**src/rtl/sample_streamer_pkg.sv**
```systemverilog
// sample_streamer_pkg: shared state encodings and counter width for the sample streamer
package sample_streamer_pkg;
    typedef enum logic [1:0] {
        ST_IDLE   = 2'd0,
        ST_STREAM = 2'd1,
        ST_DONE   = 2'd2
    } state_t;
    localparam int CNT_W = 16;
endpackage

```
**src/rtl/sample_streamer_if.sv**
```systemverilog
// sample_streamer_if: host write port, run control and en/x stream bundled for the streamer
interface sample_streamer_if #(
    parameter int W       = 32,
    parameter int DEPTH_W = 7
);
    logic               wr_en;
    logic [W-1:0]       wr_data;
    logic               full;
    logic [DEPTH_W:0]   level;
    logic               start;
    logic               ready;
    logic               en;
    logic [W-1:0]       x;
    logic               busy;
    logic               done;
    logic               underrun;
    logic               overflow;
    logic               clr_flags;
    modport master (
        input  wr_en, wr_data, start, ready, clr_flags,
        output full, level, en, x, busy, done, underrun, overflow
    );
    modport slave (
        output wr_en, wr_data, start, ready, clr_flags,
        input  full, level, en, x, busy, done, underrun, overflow
    );
endinterface

```
**src/rtl/sample_streamer_fifo.sv**
```systemverilog
// sample_fifo: circular sample buffer with registered read data that holds between pops
module sample_fifo #(
    parameter int W       = 32,
    parameter int DEPTH_W = 7
) (
    input  logic               clk,
    input  logic               rst_n,
    input  logic               push,
    input  logic               pop,
    input  logic [W-1:0]       din,
    output logic [W-1:0]       dout,
    output logic [DEPTH_W:0]   level,
    output logic               full,
    output logic               empty
);
    localparam int DEPTH = 2 ** DEPTH_W;
    logic [W-1:0]         mem [DEPTH];
    logic [DEPTH_W-1:0]   wr_ptr, rd_ptr;
    logic                 do_push, do_pop;
    assign full    = level == (DEPTH_W + 1)'(DEPTH);
    assign empty   = level == '0;
    // a write while full is refused even if a pop frees a slot this cycle
    assign do_push = push & ~full;
    assign do_pop  = pop & ~empty;
    always_ff @(posedge clk)
        if (do_push) mem[wr_ptr] <= din;
    always_ff @(posedge clk or negedge rst_n)
        if (!rst_n) begin
            wr_ptr <= '0;
            rd_ptr <= '0;
            level  <= '0;
            dout   <= '0;
        end else begin
            if (do_push) wr_ptr <= wr_ptr + 1'b1;
            if (do_pop) begin
                rd_ptr <= rd_ptr + 1'b1;
                dout   <= mem[rd_ptr];
            end
            level <= level + (DEPTH_W + 1)'(do_push) - (DEPTH_W + 1)'(do_pop);
        end
endmodule

```
**src/rtl/sample_streamer.sv**
```systemverilog
// sample_streamer: emits N_ITER buffered samples per run as a registered en/x stream with ready stall
module sample_streamer
    import sample_streamer_pkg::*;
#(
    parameter int W       = 32,
    parameter int DEPTH_W = 7,
    parameter int N_ITER  = 99
) (
    input logic clk,
    input logic rst_n,
    sample_streamer_if.master bus
);
    state_t             state, state_n;
    logic [CNT_W-1:0]   cnt, cnt_n;
    logic               empty, pop, last, go;
    logic               done_n, underrun_n, overflow_n;
    sample_fifo #(.W(W), .DEPTH_W(DEPTH_W)) u_fifo (
        .clk   (clk),
        .rst_n (rst_n),
        .push  (bus.wr_en),
        .pop   (pop),
        .din   (bus.wr_data),
        .dout  (bus.x),
        .level (bus.level),
        .full  (bus.full),
        .empty (empty)
    );
    assign pop      = state == ST_STREAM && bus.ready && !empty;
    assign last     = pop && cnt == CNT_W'(N_ITER - 1);
    assign go       = bus.start && state != ST_STREAM;
    assign bus.busy = state == ST_STREAM;
    // flag sets win over clr_flags; a new run clears done
    always_comb begin
        state_n    = go ? ST_STREAM : last ? ST_DONE : state;
        cnt_n      = go ? '0 : pop ? cnt + 1'b1 : cnt;
        done_n     = last | (bus.done & ~go & ~bus.clr_flags);
        underrun_n = (bus.busy & bus.ready & empty) | (bus.underrun & ~bus.clr_flags);
        overflow_n = (bus.wr_en & bus.full) | (bus.overflow & ~bus.clr_flags);
    end
    always_ff @(posedge clk or negedge rst_n)
        if (!rst_n) begin
            state        <= ST_IDLE;
            cnt          <= '0;
            bus.en       <= 1'b0;
            bus.done     <= 1'b0;
            bus.underrun <= 1'b0;
            bus.overflow <= 1'b0;
        end else begin
            state        <= state_n;
            cnt          <= cnt_n;
            bus.en       <= pop;
            bus.done     <= done_n;
            bus.underrun <= underrun_n;
            bus.overflow <= overflow_n;
        end
endmodule

```
**src/flat_wrapper.sv**
```systemverilog
// flat-port wrapper written by rule: the top's interface ports become plain ports
module sample_streamer_flat import sample_streamer_pkg::*;
#(
    parameter int W       = 32,
    parameter int DEPTH_W = 7,
    parameter int N_ITER  = 99
)
  (clk, rst_n, bus_wr_en, bus_wr_data, bus_start, bus_ready, bus_clr_flags, bus_full, bus_level, bus_en, bus_x, bus_busy, bus_done, bus_underrun, bus_overflow);
  sample_streamer_if #(.W(W), .DEPTH_W(DEPTH_W)) bus_i ();
  input logic clk;
  input logic rst_n;
  input wire logic [$bits(bus_i.wr_en)-1:0] bus_wr_en;
  input wire logic [$bits(bus_i.wr_data)-1:0] bus_wr_data;
  input wire logic [$bits(bus_i.start)-1:0] bus_start;
  input wire logic [$bits(bus_i.ready)-1:0] bus_ready;
  input wire logic [$bits(bus_i.clr_flags)-1:0] bus_clr_flags;
  output wire logic [$bits(bus_i.full)-1:0] bus_full;
  output wire logic [$bits(bus_i.level)-1:0] bus_level;
  output wire logic [$bits(bus_i.en)-1:0] bus_en;
  output wire logic [$bits(bus_i.x)-1:0] bus_x;
  output wire logic [$bits(bus_i.busy)-1:0] bus_busy;
  output wire logic [$bits(bus_i.done)-1:0] bus_done;
  output wire logic [$bits(bus_i.underrun)-1:0] bus_underrun;
  output wire logic [$bits(bus_i.overflow)-1:0] bus_overflow;
  assign bus_i.wr_en = bus_wr_en;
  assign bus_i.wr_data = bus_wr_data;
  assign bus_i.start = bus_start;
  assign bus_i.ready = bus_ready;
  assign bus_i.clr_flags = bus_clr_flags;
  assign bus_full = bus_i.full;
  assign bus_level = bus_i.level;
  assign bus_en = bus_i.en;
  assign bus_x = bus_i.x;
  assign bus_busy = bus_i.busy;
  assign bus_done = bus_i.done;
  assign bus_underrun = bus_i.underrun;
  assign bus_overflow = bus_i.overflow;
  sample_streamer #(.W(W), .DEPTH_W(DEPTH_W), .N_ITER(N_ITER)) u_core (.clk(clk), .rst_n(rst_n), .bus(bus_i));
endmodule
```
**config.mk**
```make
export PLATFORM = sky130hd
export DESIGN_NAME = sample_streamer_flat
export DESIGN_NICKNAME = d
export VERILOG_FILES = /design/src/rtl/sample_streamer_pkg.sv /design/src/rtl/sample_streamer_if.sv /design/src/rtl/sample_streamer_fifo.sv /design/src/rtl/sample_streamer.sv /design/src/flat_wrapper.sv
export SDC_FILE = /design/constraint.sdc
export NUM_CORES = 2
export LEC_CHECK = 0
export BUFFER_PORTS_ARGS = -buffer_cell sky130_fd_sc_hd__clkbuf_2
export CAP_MARGIN = 20
export CORE_MARGIN = 4
export CORE_UTILIZATION = 46
export DETAILED_ROUTE_END_ITERATION = 7
export PLACE_DENSITY = 0.63
export SYNTH_ARGS = -nofsm -noshare
export SYNTH_HDL_FRONTEND = slang
export SYNTH_SLANG_ARGS = --single-unit
```
**constraint.sdc**
```tcl
create_clock -name clk -period 5.6 [get_ports clk]
set_input_delay 0.84 -clock clk [delete_from_list [all_inputs] [get_ports clk]]
set_output_delay 0.84 -clock clk [all_outputs]
set_load 0.1 [all_outputs]
```
==> impl_metrics.toml <==
[outcome]
status = "complete, no violations"

[global_routing]
grt_overflow_total = 0
antenna_found_initial = 27
grt_max_degree = 103
grt_pass1_wl_um = 614000
grtUsageTotal_pct = 24.3
first_global_vias = 78000

[routing]
routed.top_layer = "met5"
routedWlPerCell_um = 35.0
vias = 78700
routed_wl_um = 438000
first_pass_iters = 6
drtIter0Drc = 11300
wl_met3_um = 39500
wl_met2_um = 208000
detail-route-antenna-nets = 0
drc = 0
wl_met1_um = 171000
vias_per_cell = 6.28

[timing]
hold_viol = 0
setup_viol = 0
drv_slew = 0
fmax_mhz = 221
rsz0062_at_grt = "no"
tightest_slew_ps = 1350
finalSetupTns_ps = 0
period_share_pct = 80.9
fin_crit_ps = 4530
max_slew_margin_pct = 10.3
clock_skew_ps = 75.1

[yosys]
syn_avg_cell_area_um2 = 22.1
yosys_warnings = 0
netlist_area_mm2 = 0.159
synth_top_cells_by_count = "edfxtp_1 (4,096), mux4_2 (896), mux2i_1 (544)"
synth_most_common_cell = "edfxtp_1"
synth_area_leaders = "edfxtp_1 (77%), mux4_2 (13%), mux2i_1 (3.4%), dfrtp_1 (1.2%), a22oi_1 (1.1%)"
async_reset_ff_share_pct = 1.82
synth_edf_count = 4096
postSynthCellCount = 7201
yosysTopAreaCell = "edfxtp_1"
yosysTopAreaCellShare_pct = 77.2
synth_ff_type = "edfxtp_1"
ys_types = 50
seq_area_frac_synth_pct = 78.4
ys_ff_latch = 4172
synth_fp_nets = 7256

[floorplanning]
die_w_um = 597
io_pins = 84
die_h_um = 597
coreArea_mm2 = 0.344
start_util_pct = 46.3
num_rows = 215
fp.dieArea_mm2 = 0.356

[worst_setup_path]
r2r_cells = 11
end_kind = "flip-flop"
start_kind = "flip-flop"
r2r-start = "u_core.u_fifo.level[4]"
critPathKind = "flip-flop to flip-flop"
r2r_slack_ps = 1070
critPathRequiredTime_ps = 6240
path_max_fanout = 24
critPathArrivalTime_ps = 5170
r2r_end = "u_core.u_fifo.mem[48][24]"

[power]
p_per_area_mw_per_mm2 = 483
pwr-share-comb_pct = 28.1
totalPowerFinal_w = 0.0874
clockPowerShare_pct = 30.7
pwr-share-seq_pct = 41.2
leakage_nw = 56.9
intPower_w = 0.0596
p_sw_share_pct = 31.9
vdd_drop_max_mv = 0.414
p_sw_w = 0.0279

[clocking]
htreeDepth = 5
cts_resized = 0
clkTransAtPathRegs_ps = 60
post_cts_buffers = 0
worst_skew_pair.late_latency_ps = 990
hold_buffers = 1
cts_root_buffer = "clkbuf_16"
clk_path_buf_depth = 4
cts_sinks = 4172
cts_tree = "done"
cts_buffers = 407

[placement]
place_hpwl_um = 265000
port_buffers = 83
place_congestion = 0.853
dpl-instance-area_mm2 = 0.168

[cells_and_area]
final_nets = 7681
drive_gt1_share_pct = 25.9
stdcell_area_mm2 = 0.181
utilization_pct = 52.6
syn_to_final_growth_pct = 13.5

[min_path]
hp-class = "primary input to flip-flop"
holdPathStages = 2
holdPathEnd = "u_core.bus.overflow"
worstHoldStart = "bus_wr_en"

[flow_run]
drv_cap = 0
## power by group through the flow
stage / Sequential (W) / Clock [W] / Combinational [W]
floorplan: 0.0370 / 0 / 0.0147
global placement: 0.0366 / 0 / 0.0245
detailed placement: 0.0367 / 0 / 0.0246
CTS: 0.0360 / 0.0271 / 0.0247
global route: 0.0360 / 0.0286 / 0.0256
finish: 0.0360 / 0.0268 / 0.0246
## worst max path at each step
stage / start / end / cells after the start
global placement: u_core.u_fifo.rd_ptr[1] / u_core.u_fifo.dout[16] / 7
CTS: u_core.u_fifo.level[4] / u_core.u_fifo.mem[48][24] / 11
detailed placement: u_core.u_fifo.level[4] / u_core.u_fifo.mem[48][10] / 11
global route: u_core.u_fifo.level[4] / u_core.u_fifo.mem[48][24] / 11
floorplan: u_core.u_fifo.level[4] / u_core.u_fifo.mem[110][0] / 11
finish: u_core.u_fifo.level[4] / u_core.u_fifo.mem[48][24] / 11
## state kept, by name, summed over array words and instances (netlist names)
name / flops
u_core.u_fifo.mem: 4096
u_core.u_fifo.dout: 32
u_core.cnt: 16
u_core.u_fifo.level: 8
u_core.u_fifo.rd_ptr: 7
u_core.u_fifo.wr_ptr: 7
u_core.state: 2
u_core.bus.done: 1
u_core.bus.en: 1
u_core.bus.overflow: 1
u_core.bus.underrun: 1
## stage by stage
stage               worst slack [ps]  instances  hold slack [ps]
floorplan                        675       7201              459
global placement                1060      11800              473
detailed placement              1140      11800              484
CTS                             1080      12500             95.1
global route                     880      12500              161
finish                          1070      12500              169
## cell usage in the layout, fill, tap and decap left out, types with 33 or more instances in the layout
cell | netlist | routed
edfxtp_1 | 4096 | 4096
mux4_2 | 896 | 896
mux2i_1 | 544 | 544
clkbuf_16 | 0 | 414
buf_4 | 46 | 322
a22oi_1 | 224 | 224
nand2_1 | 158 | 154
nor2_4 | 0 | 130
nand3_1 | 130 | 126
clkinv_1 | 0 | 89
clkinv_2 | 0 | 85
a21oi_1 | 74 | 74
clkbuf_1 | 167 | 71
dfrtp_1 | 76 | 71
o22ai_1 | 64 | 64
a211oi_1 | 64 | 63
nor2_1 | 185 | 54
o211ai_1 | 50 | 50
clkbuf_2 | 0 | 50
buf_12 | 0 | 40
nor3_1 | 33 | 33
## cell type report
type	instances	area (um2)
Antenna cell	6	15.0
Timing Repair Buffer	419	3600
Fill cell	26100	163000
Inverter	21	78.8
Clock inverter	246	2220
Tap cell	4557	5700
Clock buffer	495	10800
Multi-Input combinational cell	2605	33500
Sequential cell	4172	125000
## routing by layer
layer / up-vias / GRT usage [%]
met5: - / 0
met4: 2 / 9.37
met3: 663 / 3.98
met2: 4341 / 38.2
met1: 42400 / 34.6
li1: 31200 / -
## cells by family (layout without fill, tap and decap cells)
| family | after synthesis | count (layout) | share of synthesized area, % |
|---|---|---|---|
| AO/OA/AOI/OAI | 553 | 553 | 2.42 |
| XOR/XNOR | 27 | 27 | 0.148 |
| adder cells (fa/ha/maj) | 17 | 17 | 0.138 |
| buffers and inverters | 424 | 1181 | 1.24 |
| flip-flops | 4172 | 4172 | 78.4 |
| multiplexers | 1441 | 1441 | 16.1 |
| other | 0 | 6 | 0 |
| AND/OR/NAND/NOR | 567 | 567 | 1.57 |
## worst max-delay path, stage by stage, from the launching register on
cell and delay [ps]:
dfrtp_1 380, inv_1 80, ha_1 190, nor3b_1 160, and3_1 230, nor2b_1 640, inv_1 240, nor2_1 450
nand2_2 270, buf_4 360, nor2_4 820, buf_4 330
Power figures use the tool's default switching activity.
